`config.mk`:
```
export PLATFORM = sky130hd
export DESIGN_NAME = adder_arbiter
export DESIGN_NICKNAME = d
export VERILOG_FILES = /design/src/rtl/adder_arbiter.sv
export SDC_FILE = /design/constraint.sdc
export NUM_CORES = 1
export LEC_CHECK = 0
export ABC_AREA = 1
export ABC_CLOCK_PERIOD_IN_PS = 2540
export CORE_MARGIN = 2
export CORE_UTILIZATION = 41
export CTS_CLUSTER_DIAMETER = 200
export DETAILED_ROUTE_END_ITERATION = 8
export GPL_TIMING_DRIVEN = 1
export PLACE_DENSITY_LB_ADDON = 0.05
export SYNTH_ARGS = -nofsm -noshare
export SYNTH_HDL_FRONTEND = slang
export SYNTH_SLANG_ARGS = --single-unit
export TNS_END_PERCENT = 1
```
`constraint.sdc`:
```
create_clock -name clk -period 2.54 [get_ports clk]
set_clock_uncertainty 0.1 [all_clocks]
set_input_delay 0.508 -clock clk [delete_from_list [all_inputs] [get_ports clk]]
set_output_delay 0.508 -clock clk [all_outputs]
set_load 0.03 [all_outputs]
```
`src/rtl/adder_arbiter.sv`:
```
// Round-robin arbiter that shares one n-bit adder among NREQ requesters.
// It runs one operation at a time and holds the registered sum until the consumer takes it.
module adder_arbiter #(
    parameter  int n    = 16,
    parameter  int NREQ = 4,
    localparam int IDW  = $clog2(NREQ)
) (
    input  logic              clk,
    input  logic              rst,
    input  logic [NREQ-1:0]   req_valid,
    input  logic [NREQ*n-1:0] req_a,
    input  logic [NREQ*n-1:0] req_b,
    output logic [NREQ-1:0]   req_ready,
    output logic              rsp_valid,
    input  logic              rsp_ready,
    output logic [n-1:0]      rsp_sum,
    output logic              rsp_carry,
    output logic [IDW-1:0]    rsp_id,
    output logic              busy
);

    typedef enum logic [1:0] {IDLE, EXEC, HOLD} state_t;

    localparam logic [IDW:0] NREQ_W = (IDW+1)'(NREQ);

    state_t         state;
    logic [IDW-1:0] ptr;
    logic [n-1:0]   op_a;
    logic [n-1:0]   op_b;
    logic [IDW-1:0] op_id;

    logic           found;
    logic [IDW-1:0] winner;
    logic [IDW:0]   cand;
    logic [IDW:0]   ptr_nxt;
    logic [n-1:0]   win_a;
    logic [n-1:0]   win_b;
    logic [n:0]     sum_full;

    // Search upward from ptr with wrap; the first requester found wins.
    always_comb begin
        // NOTE: every always_comb output gets a default first, so no path leaves it unassigned and no latch is inferred.
        found  = 1'b0;
        winner = '0;
        cand   = '0;
        for (int k = 0; k < NREQ; k++) begin
            cand = {1'b0, ptr} + (IDW+1)'(k);
            if (cand >= NREQ_W)
                cand = cand - NREQ_W;
            if (!found && req_valid[cand[IDW-1:0]]) begin
                found  = 1'b1;
                winner = cand[IDW-1:0];
            end
        end
    end

    always_comb begin
        win_a = '0;
        win_b = '0;
        for (int i = 0; i < NREQ; i++) begin
            if (winner == IDW'(i)) begin
                win_a = req_a[i*n +: n];
                win_b = req_b[i*n +: n];
            end
        end
        ptr_nxt = {1'b0, winner} + 1'b1;
        if (ptr_nxt == NREQ_W)
            ptr_nxt = '0;
    end

    // The grant is combinational, so it is also gated by rst to stay low while reset is held.
    always_comb begin
        req_ready = '0;
        if (!rst && state == IDLE && found)
            req_ready[winner] = 1'b1;
    end

    assign sum_full = {1'b0, op_a} + {1'b0, op_b};
    assign busy     = (state != IDLE);

    // NOTE: state registers use non-blocking assignments so every flop samples pre-edge values.
    always_ff @(posedge clk or posedge rst) begin
        if (rst) begin
            state     <= IDLE;
            ptr       <= '0;
            op_a      <= '0;
            op_b      <= '0;
            op_id     <= '0;
            rsp_valid <= 1'b0;
            rsp_sum   <= '0;
            rsp_carry <= 1'b0;
            rsp_id    <= '0;
        end else begin
            case (state)
                IDLE: begin
                    if (found) begin
                        op_a  <= win_a;
                        op_b  <= win_b;
                        op_id <= winner;
                        ptr   <= ptr_nxt[IDW-1:0];
                        state <= EXEC;
                    end
                end
                EXEC: begin
                    rsp_sum   <= sum_full[n-1:0];
                    rsp_carry <= sum_full[n];
                    rsp_id    <= op_id;
                    rsp_valid <= 1'b1;
                    state     <= HOLD;
                end
                HOLD: begin
                    if (rsp_ready) begin
                        rsp_valid <= 1'b0;
                        state     <= IDLE;
                    end
                end
                default: state <= IDLE;
            endcase
        end
    end

endmodule

```
==> results of run 1 <==
==> logic make-up (layout without fill, tap and decap cells) <==
family	after synthesis	count (layout)	share of synthesized area, %
fa+ha+maj	21	21	6.239
mux	32	32	7.395
xor+xnor	3	3	0.6067
flops	58	58	33.51
compound gates	117	117	13.63
other cells	0	1	0
buf+inv	83	278	8.117
simple gates	320	320	30.50
==> what timing repair did <==
item | 4_1_cts | 5_1_grt
pin swaps | 17 | 15
setup buffers | 18 | 3
gates resized for setup | 55 | 48
setup endpoints to repair | 36 | 38
gates cloned | 1 | 1
==> layout make-up <==
| class | instances | area share [%] |
|---|---|---|
| clock buffer | 11 | 2.037 |
| timing repair buffer | 207 | 30.43 |
| sequential | 58 | 20.95 |
| timing repair inverter | 1 | 0.1082 |
| clock inverter | 5 | 1.118 |
| tap | 136 | 2.452 |
| antenna | 1 | 0.03606 |
| inverter | 54 | 3.119 |
| multi-input combinational | 493 | 39.75 |
==> registers in the layout, indices dropped and copies added (netlist names) <==
register	flops
op_b	16
op_a	16
op_id	2
ptr	2
rsp_sum	16
rsp_carry	1
rsp_id	2
state	2
rsp_valid	1
==> cells in the final DEF, fill, tap and decap left out, types with 5 or more instances in the layout <==
cell type / Yosys / layout
a21oi_1: 74 / 62
ha_1: 20 / 16
nand2_1: 215 / 200
o21ai_1: 21 / 31
mux2i_1: 32 / 32
nand2_2: 3 / 12
nor2_1: 48 / 47
o21ai_0: 20 / 10
inv_1: 51 / 41
a21oi_2: 0 / 12
nand3_2: 1 / 5
nand2_4: 2 / 8
buf_6: 2 / 22
inv_2: 2 / 8
clkdlybuf4s50_1: 0 / 151
dfrtp_1: 58 / 56
buf_4: 4 / 23
buf_12: 0 / 6
clkbuf_8: 0 / 10
nand3_1: 29 / 23
==> metrics by stage <==
stage	cell area, sq um	setup WS, ps	setup TNS [ps]	util, %
2_1_floorplan	4337	-227.6	-575.3	-
3_3_place_gp	6216	-494.4	-15020	60.48
3_5_place_dp	6216	-570.0	-16950	60.48
4_1_cts	6730	-287.3	-6046	65.49
5_1_grt	6940	-544.2	-17490	67.53
6_report	6940	-425.5	-11960	67.53
==> per-layer routing <==
metal | track usage [%] | routed length [um]
met1 | 33.82 | 6534
met2 | 43.99 | 7443
met3 | 4.985 | 989
met4 | 11.78 | 477
met5 | 0 | 0
==> power by group through the flow <==
| stage | logic [W] | clock network (W) | registers [W] |
|---|---|---|---|
| 2_1_floorplan | 0.00493 | 0 | 0.00191 |
| 3_3_place_gp | 0.00755 | 0 | 0.00169 |
| 3_5_place_dp | 0.00766 | 0 | 0.00171 |
| 4_1_cts | 0.00841 | 0.000979 | 0.00171 |
| 5_1_grt | 0.0102 | 0.00101 | 0.00178 |
| 6_report | 0.00925 | 0.000965 | 0.00173 |
==> path summary, 6_finish.rpt <==
check | from | to | slack, ps
worst max-delay path | ptr[0] | req_ready[1] | -430
worst min-delay path | rsp_sum[1] | rsp_sum[1] | 370
worst max register to register | ptr[0] | op_a[3] | -390
worst min register to register | rsp_sum[1] | rsp_sum[1] | 370
max in group asynchronous | rst | ptr[1] | 1100
min in group asynchronous | rst | state[1] | 700
==> synthesized netlist by cell type <==
master | count | area share (%)
nor2_1 | 48 | 4.2
a21oi_1 | 74 | 8.6
nand3b_1 | 4 | 0.69
nand4_1 | 3 | 0.43
nand3_1 | 29 | 3.4
nand2_2 | 3 | 0.43
inv_4 | 1 | 0.14
nand2_1 | 215 | 19
nor2_2 | 6 | 0.87
buf_1 | 1 | 0.087
nor3_1 | 4 | 0.46
dfrtp_1 | 58 | 34
clkbuf_1 | 16 | 1.4
xnor2_1 | 3 | 0.61
fa_1 | 1 | 0.46
buf_4 | 4 | 0.69
a31oi_1 | 1 | 0.14
nand3_2 | 1 | 0.23
a211o_1 | 1 | 0.20
or2_2 | 2 | 0.29
ha_1 | 20 | 5.8
inv_2 | 2 | 0.17
buf_6 | 2 | 0.52
o21ai_0 | 20 | 2.3
and2_1 | 3 | 0.43
inv_1 | 51 | 4.4
mux2i_1 | 32 | 7.4
o21ai_1 | 21 | 2.4
nand2_4 | 2 | 0.52
buf_2 | 6 | 0.69
==> worst register-to-register path, delay by kind of cell, from the launching register on <==
kind                     cells  cell delay [ps]
flip-flops                   1              490
buffers and inverters        7              850
adder cells (fa/ha/maj)      1              150
AND/OR/NAND/NOR              7              820
AO/OA/AOI/OAI                2              310
multiplexers                 1              130
==> metrics.yaml, run 1 <==
outcome: "finished with violations"
violations: "setup timing"
critPathRequiredTime_ps: 1930
setup_ws_ps: -425.5
tightest_slew_ps: 752.3
finalSetupViolations: 38
slew_headroom_pct: 49.85
multiInputGateArea_sq_um: 2759
dp.cells: 926
cp_cell_sequence: "buf_6 -> nand2_2 -> nand3_1 -> nand2_2 -> inv_1 -> nand3_1 -> nand3_2 -> inv_2 -> ha_4 -> inv_1 -> nor2_2 -> buf_6"
finalMaxSlewViolations: 0
min_period_ps: 2966
io_buffers: 159
rsz0062_at_grt: "true"
hold_buffers: 0
cp_slowest_cell: "dfrtp_2"
cp-start-kind: "register"
ff_latch_area_sq_um: 1454
path_max_fanout: 5
cts_htree_levels: 3
nNetsFinal: 980
final_cells: 966
drive_above_1_share_pct: 16.28
yosys_warnings: 0
drtIter0Drc: 325
wl_per_cell_um: 15.99
hold_viol_final: 0
finalCritPeriodShare_pct: 116.8
cts_buffers: 9
p_sw_share_pct: 49.55
hold_ws_ps: 371.8
p_switching_w: 0.005918
combPwrFrac_pct: 77.4
finalPower_w: 0.01194
clkLatencyLatePin_ps: 360
gp_congestion: 0.9086
critPathCaptureType: "output port"
die_w_um: 106.8
grt_max_degree: 60
min_path_cells: 2
max_cap_violations: 0
area_delta_synth_final_pct: 60.23
firstDrtPassIters: 5
pin_count: 160
fp.dieH_um: 106.8
syn_area_sq_um: 4332
die_area_sq_um: 11400
path_delay_family: "simple AND/OR/NAND/NOR gates"
synth.distinct_cells: 30
ys_ff_latch: 58
vias: 4967
synth_area_per_cell_sq_um: 6.832
overflow: 0
grt_usage_pct: 26.59
clk_path_buf_depth: 2
ys_seq_area_share_pct: 33.51
critPathBufInv: 5
synth_cells: 634
rows: 37
drc: 0
ant_nets: 0
clock_sinks: 58
clkTransAtPathRegs_ps: 70
grt_pass1_wl_um: 23750
grt_antenna_before_repair: 1
initial_core_util_pct: 42.15
seqPwrFrac_pct: 14.5
grt_pass1_vias: 4884
hpwl_um: 11090
syn_nets: 790
p_leak_nw: 3.232
crit_type: "reg2out"
tritoncts: "yes"
fmax_mhz: 337.2
hold_class: "reg2reg"
core_sq_um: 10280
fill_cells: 893
vias_per_cell: 5.142
ir_worst_vdd_uv: 972.1
powerDensity_nw_per_um2: 1721
wl_um: 15440
root_buffer: "clkbuf_8"
p_int_w: 0.006025
path_depth: 12
arrival_ps: 2360
r2r_cells: 18
power_frac_clock_pct: 8.1
crit_path_max_incr_delay_ps: 490
Power figures use the tool's default switching activity.
==> inputs of run 2 (changes only) <==
--- a/config.mk
+++ b/config.mk
@@ -7,8 +7,11 @@
 export LEC_CHECK = 0
 export ABC_AREA = 1
 export ABC_CLOCK_PERIOD_IN_PS = 2540
+export CELL_PAD_IN_SITES_DETAIL_PLACEMENT = 2
+export CELL_PAD_IN_SITES_GLOBAL_PLACEMENT = 2
 export CORE_MARGIN = 2
-export CORE_UTILIZATION = 41
+export CORE_UTILIZATION = 21
+export CTS_BUF_LIST = sky130_fd_sc_hd__clkbuf_8 sky130_fd_sc_hd__clkbuf_16
 export CTS_CLUSTER_DIAMETER = 200
 export DETAILED_ROUTE_END_ITERATION = 8
 export GPL_TIMING_DRIVEN = 1
==> metrics.yaml, run 2 (synthesized netlist as in run 1, its figures left out) <==
cp-start-kind: "register"  # unchanged
hold_viol_final: 0  # unchanged
fmax_mhz: 350.5  # was 337.2 MHz
grt_usage_pct: 17.07  # was 26.59%
layout_common_cells: "nand2_1 (197), clkdlybuf4s50_1 (151), dfrtp_1 (56), nor2_1 (47), inv_1 (46)"  # was nand2_1 (200), clkdlybuf4s50_1 (151), a21oi_1 (62), dfrtp_1 (56), nor2_1 (47)
finalMaxSlewViolations: 0  # unchanged
overflow: 0  # unchanged
fill_cells: 2353  # was 893
gp_congestion: 0.8554  # was 0.9086
slew_headroom_pct: 50.13  # was 49.85%
finalSetupViolations: 34  # was 38
arrival_ps: 2240  # was 2360 ps
tightest_slew_ps: 748.1  # was 752.3 ps
drc: 0  # unchanged
combPwrFrac_pct: 77.9  # was 77.4%
powerDensity_nw_per_um2: 1735  # was 1721 nW/um^2
seqPwrFrac_pct: 13.7  # was 14.5%
critPathRequiredTime_ps: 1930  # about the same
vias: 4870  # was 4,967
p_sw_share_pct: 50.16  # was 49.55%
p_switching_w: 0.006245  # was 0.005918 W
drtIter0Drc: 132  # was 325
firstDrtPassIters: 4  # was 5
cts_buffers: 9  # unchanged
grt_pass1_vias: 5407  # was 4,884
rsz0062_at_grt: "true"  # unchanged
grt_max_degree: 59  # was 60
final_area_sq_um: 7177  # was 6940 sq um
die_w_um: 147.6  # was 106.8 um
root_buffer: "clkbuf_16"  # was clkbuf_8
hpwl_um: 14880  # was 11,090 um
outcome: "finished with violations"  # unchanged
rows: 52  # was 37
final_common_cell: "nand2_1"  # unchanged
critPathCaptureType: "output port"  # unchanged
crit_type: "reg2out"  # unchanged
clock_sinks: 58  # unchanged
min_period_ps: 2853  # was 2966 ps
clkTransAtPathRegs_ps: 50  # was 70 ps
wl_um: 18270  # was 15,440 um
wl_per_cell_um: 16.73  # was 15.99 um
grt_antenna_before_repair: 0  # was 1
vias_per_cell: 4.460  # was 5.142
hold_class: "reg2reg"  # unchanged
p_leak_nw: 3.224  # was 3.232 nW
power_frac_clock_pct: 8.4  # was 8.1%
grt_pass1_wl_um: 29430  # was 23,750 um
cts_htree_levels: 3  # unchanged
pre_cts_ws_ps: -814.7  # was -570.0 ps
io_buffers: 159  # unchanged
max_cap_violations: 0  # unchanged
placed_area_sq_um: 6456  # was 6216 sq um
pin_count: 160  # unchanged
drive_above_1_share_pct: 18.13  # was 16.28%
nNetsFinal: 974  # was 980
setup_ws_ps: -312.8  # was -425.5 ps
reg_top3: "op_a x16, op_b x16, rsp_sum x16"  # unchanged
clk_path_buf_depth: 2  # unchanged
finalCritPeriodShare_pct: 112.3  # was 116.8%
hold_buffers: 0  # unchanged
clkLatencyLatePin_ps: 330  # was 360 ps
core_sq_um: 20230  # was 10,280 sq um
die_area_sq_um: 21790  # was 11,400 sq um
diodes: 0  # was 1
initial_core_util_pct: 21.41  # was 42.15%
tritoncts: "yes"  # unchanged
violations: "setup timing"  # unchanged
p_int_w: 0.006206  # was 0.006025 W
path_max_fanout: 4  # was 5
area_delta_synth_final_pct: 65.68  # was 60.23%
ant_nets: 0  # unchanged
fp.dieH_um: 147.6  # was 106.8 um
ir_worst_vdd_uv: 696.4  # was 972.1 uV
[run 2: cell count changes in the layout (fill, tap and decap cells not counted), sizes merged]
cell    previous run  this run
clkbuf            12         9
inv               53        56
diode              1         0
buf               51        46
bufinv             2         0
[run 2: timing repair]
item / CTS / global route
buffers inserted: 7 / 1
cloned: 1 / 0
gates resized for setup: 84 / 34
endpoints found under the setup margin: 36 / 36
pin swaps: 46 / 10
[run 2: worst paths after layout]
kind | slack [ps] | endpoint | depth (start not counted) | from
setup / recovery | -310 | req_ready[0] | 14 | ptr[0]
hold / removal | 370 | rsp_sum[15] | 2 | rsp_sum[15]
setup reg to reg | -180 | op_a[6] | 18 | ptr[0]
hold reg to reg | 370 | rsp_sum[15] | 2 | rsp_sum[15]
max in group asynchronous | 1020 | ptr[1] | 3 | rst
min in group asynchronous | 790 | rsp_id[0] | 3 | rst
[run 2: power by group through the flow]
stage / Sequential, W / Combinational [W] / Clock (W)
floorplan: 0.00191 / 0.00493 / 0
global placement: 0.00169 / 0.00825 / 0
detailed placement: 0.00170 / 0.00848 / 0
CTS: 0.00171 / 0.00944 / 0.00109
global route: 0.00177 / 0.0109 / 0.00112
finish: 0.00170 / 0.00970 / 0.00105
[run 2: layout make-up]
type	instances	area [sq um]	area share, %
well taps	270	337.8	4.707
clock buffers	9	225.2	3.138
repair inverters	1	7.507	0.1046
repair buffers	201	2039	28.42
clock inverters	6	28.78	0.4010
flip-flops and latches	58	1454	20.26
inverters	54	219.0	3.051
multi-input cells	493	2865	39.92
[run 2: critical path, stage by stage (launching register included)]
cell        delay (ps)
dfrtp_2            450
clkinvlp_4         200
nand2_2            100
nand2_2             60
nand2_1             70
nand2_1             70
nor2_2             140
nand3_2            110
nand3_4            140
buf_6              110
ha_4               110
inv_2               40
buf_6              110
nor2_4              70
buf_6              130
[run 2: per-layer routing]
metal / vias to the layer above / track usage, % / share of wire (%)
li1: 2422 / - / -
met1: 2288 / 24.06 / 49
met2: 145 / 25.81 / 43
met3: 15 / 4.691 / 6.9
met4: 0 / 4.327 / 1.2
met5: - / 0 / 0
[run 2: through the flow]
step	power [W]	cells	util, %	hold slack [ps]	setup TNS, ps
CTS	0.01224	1091	34.75	380.4	-3667
detailed placement	0.01018	1068	31.91	366.6	-22170
global placement	0.009940	1068	31.91	359.9	-17290
floorplan	0.006848	634	-	349.2	-575.3
global route	0.01376	1092	35.47	398.5	-11020
finish	0.01245	1092	35.47	373.0	-4205
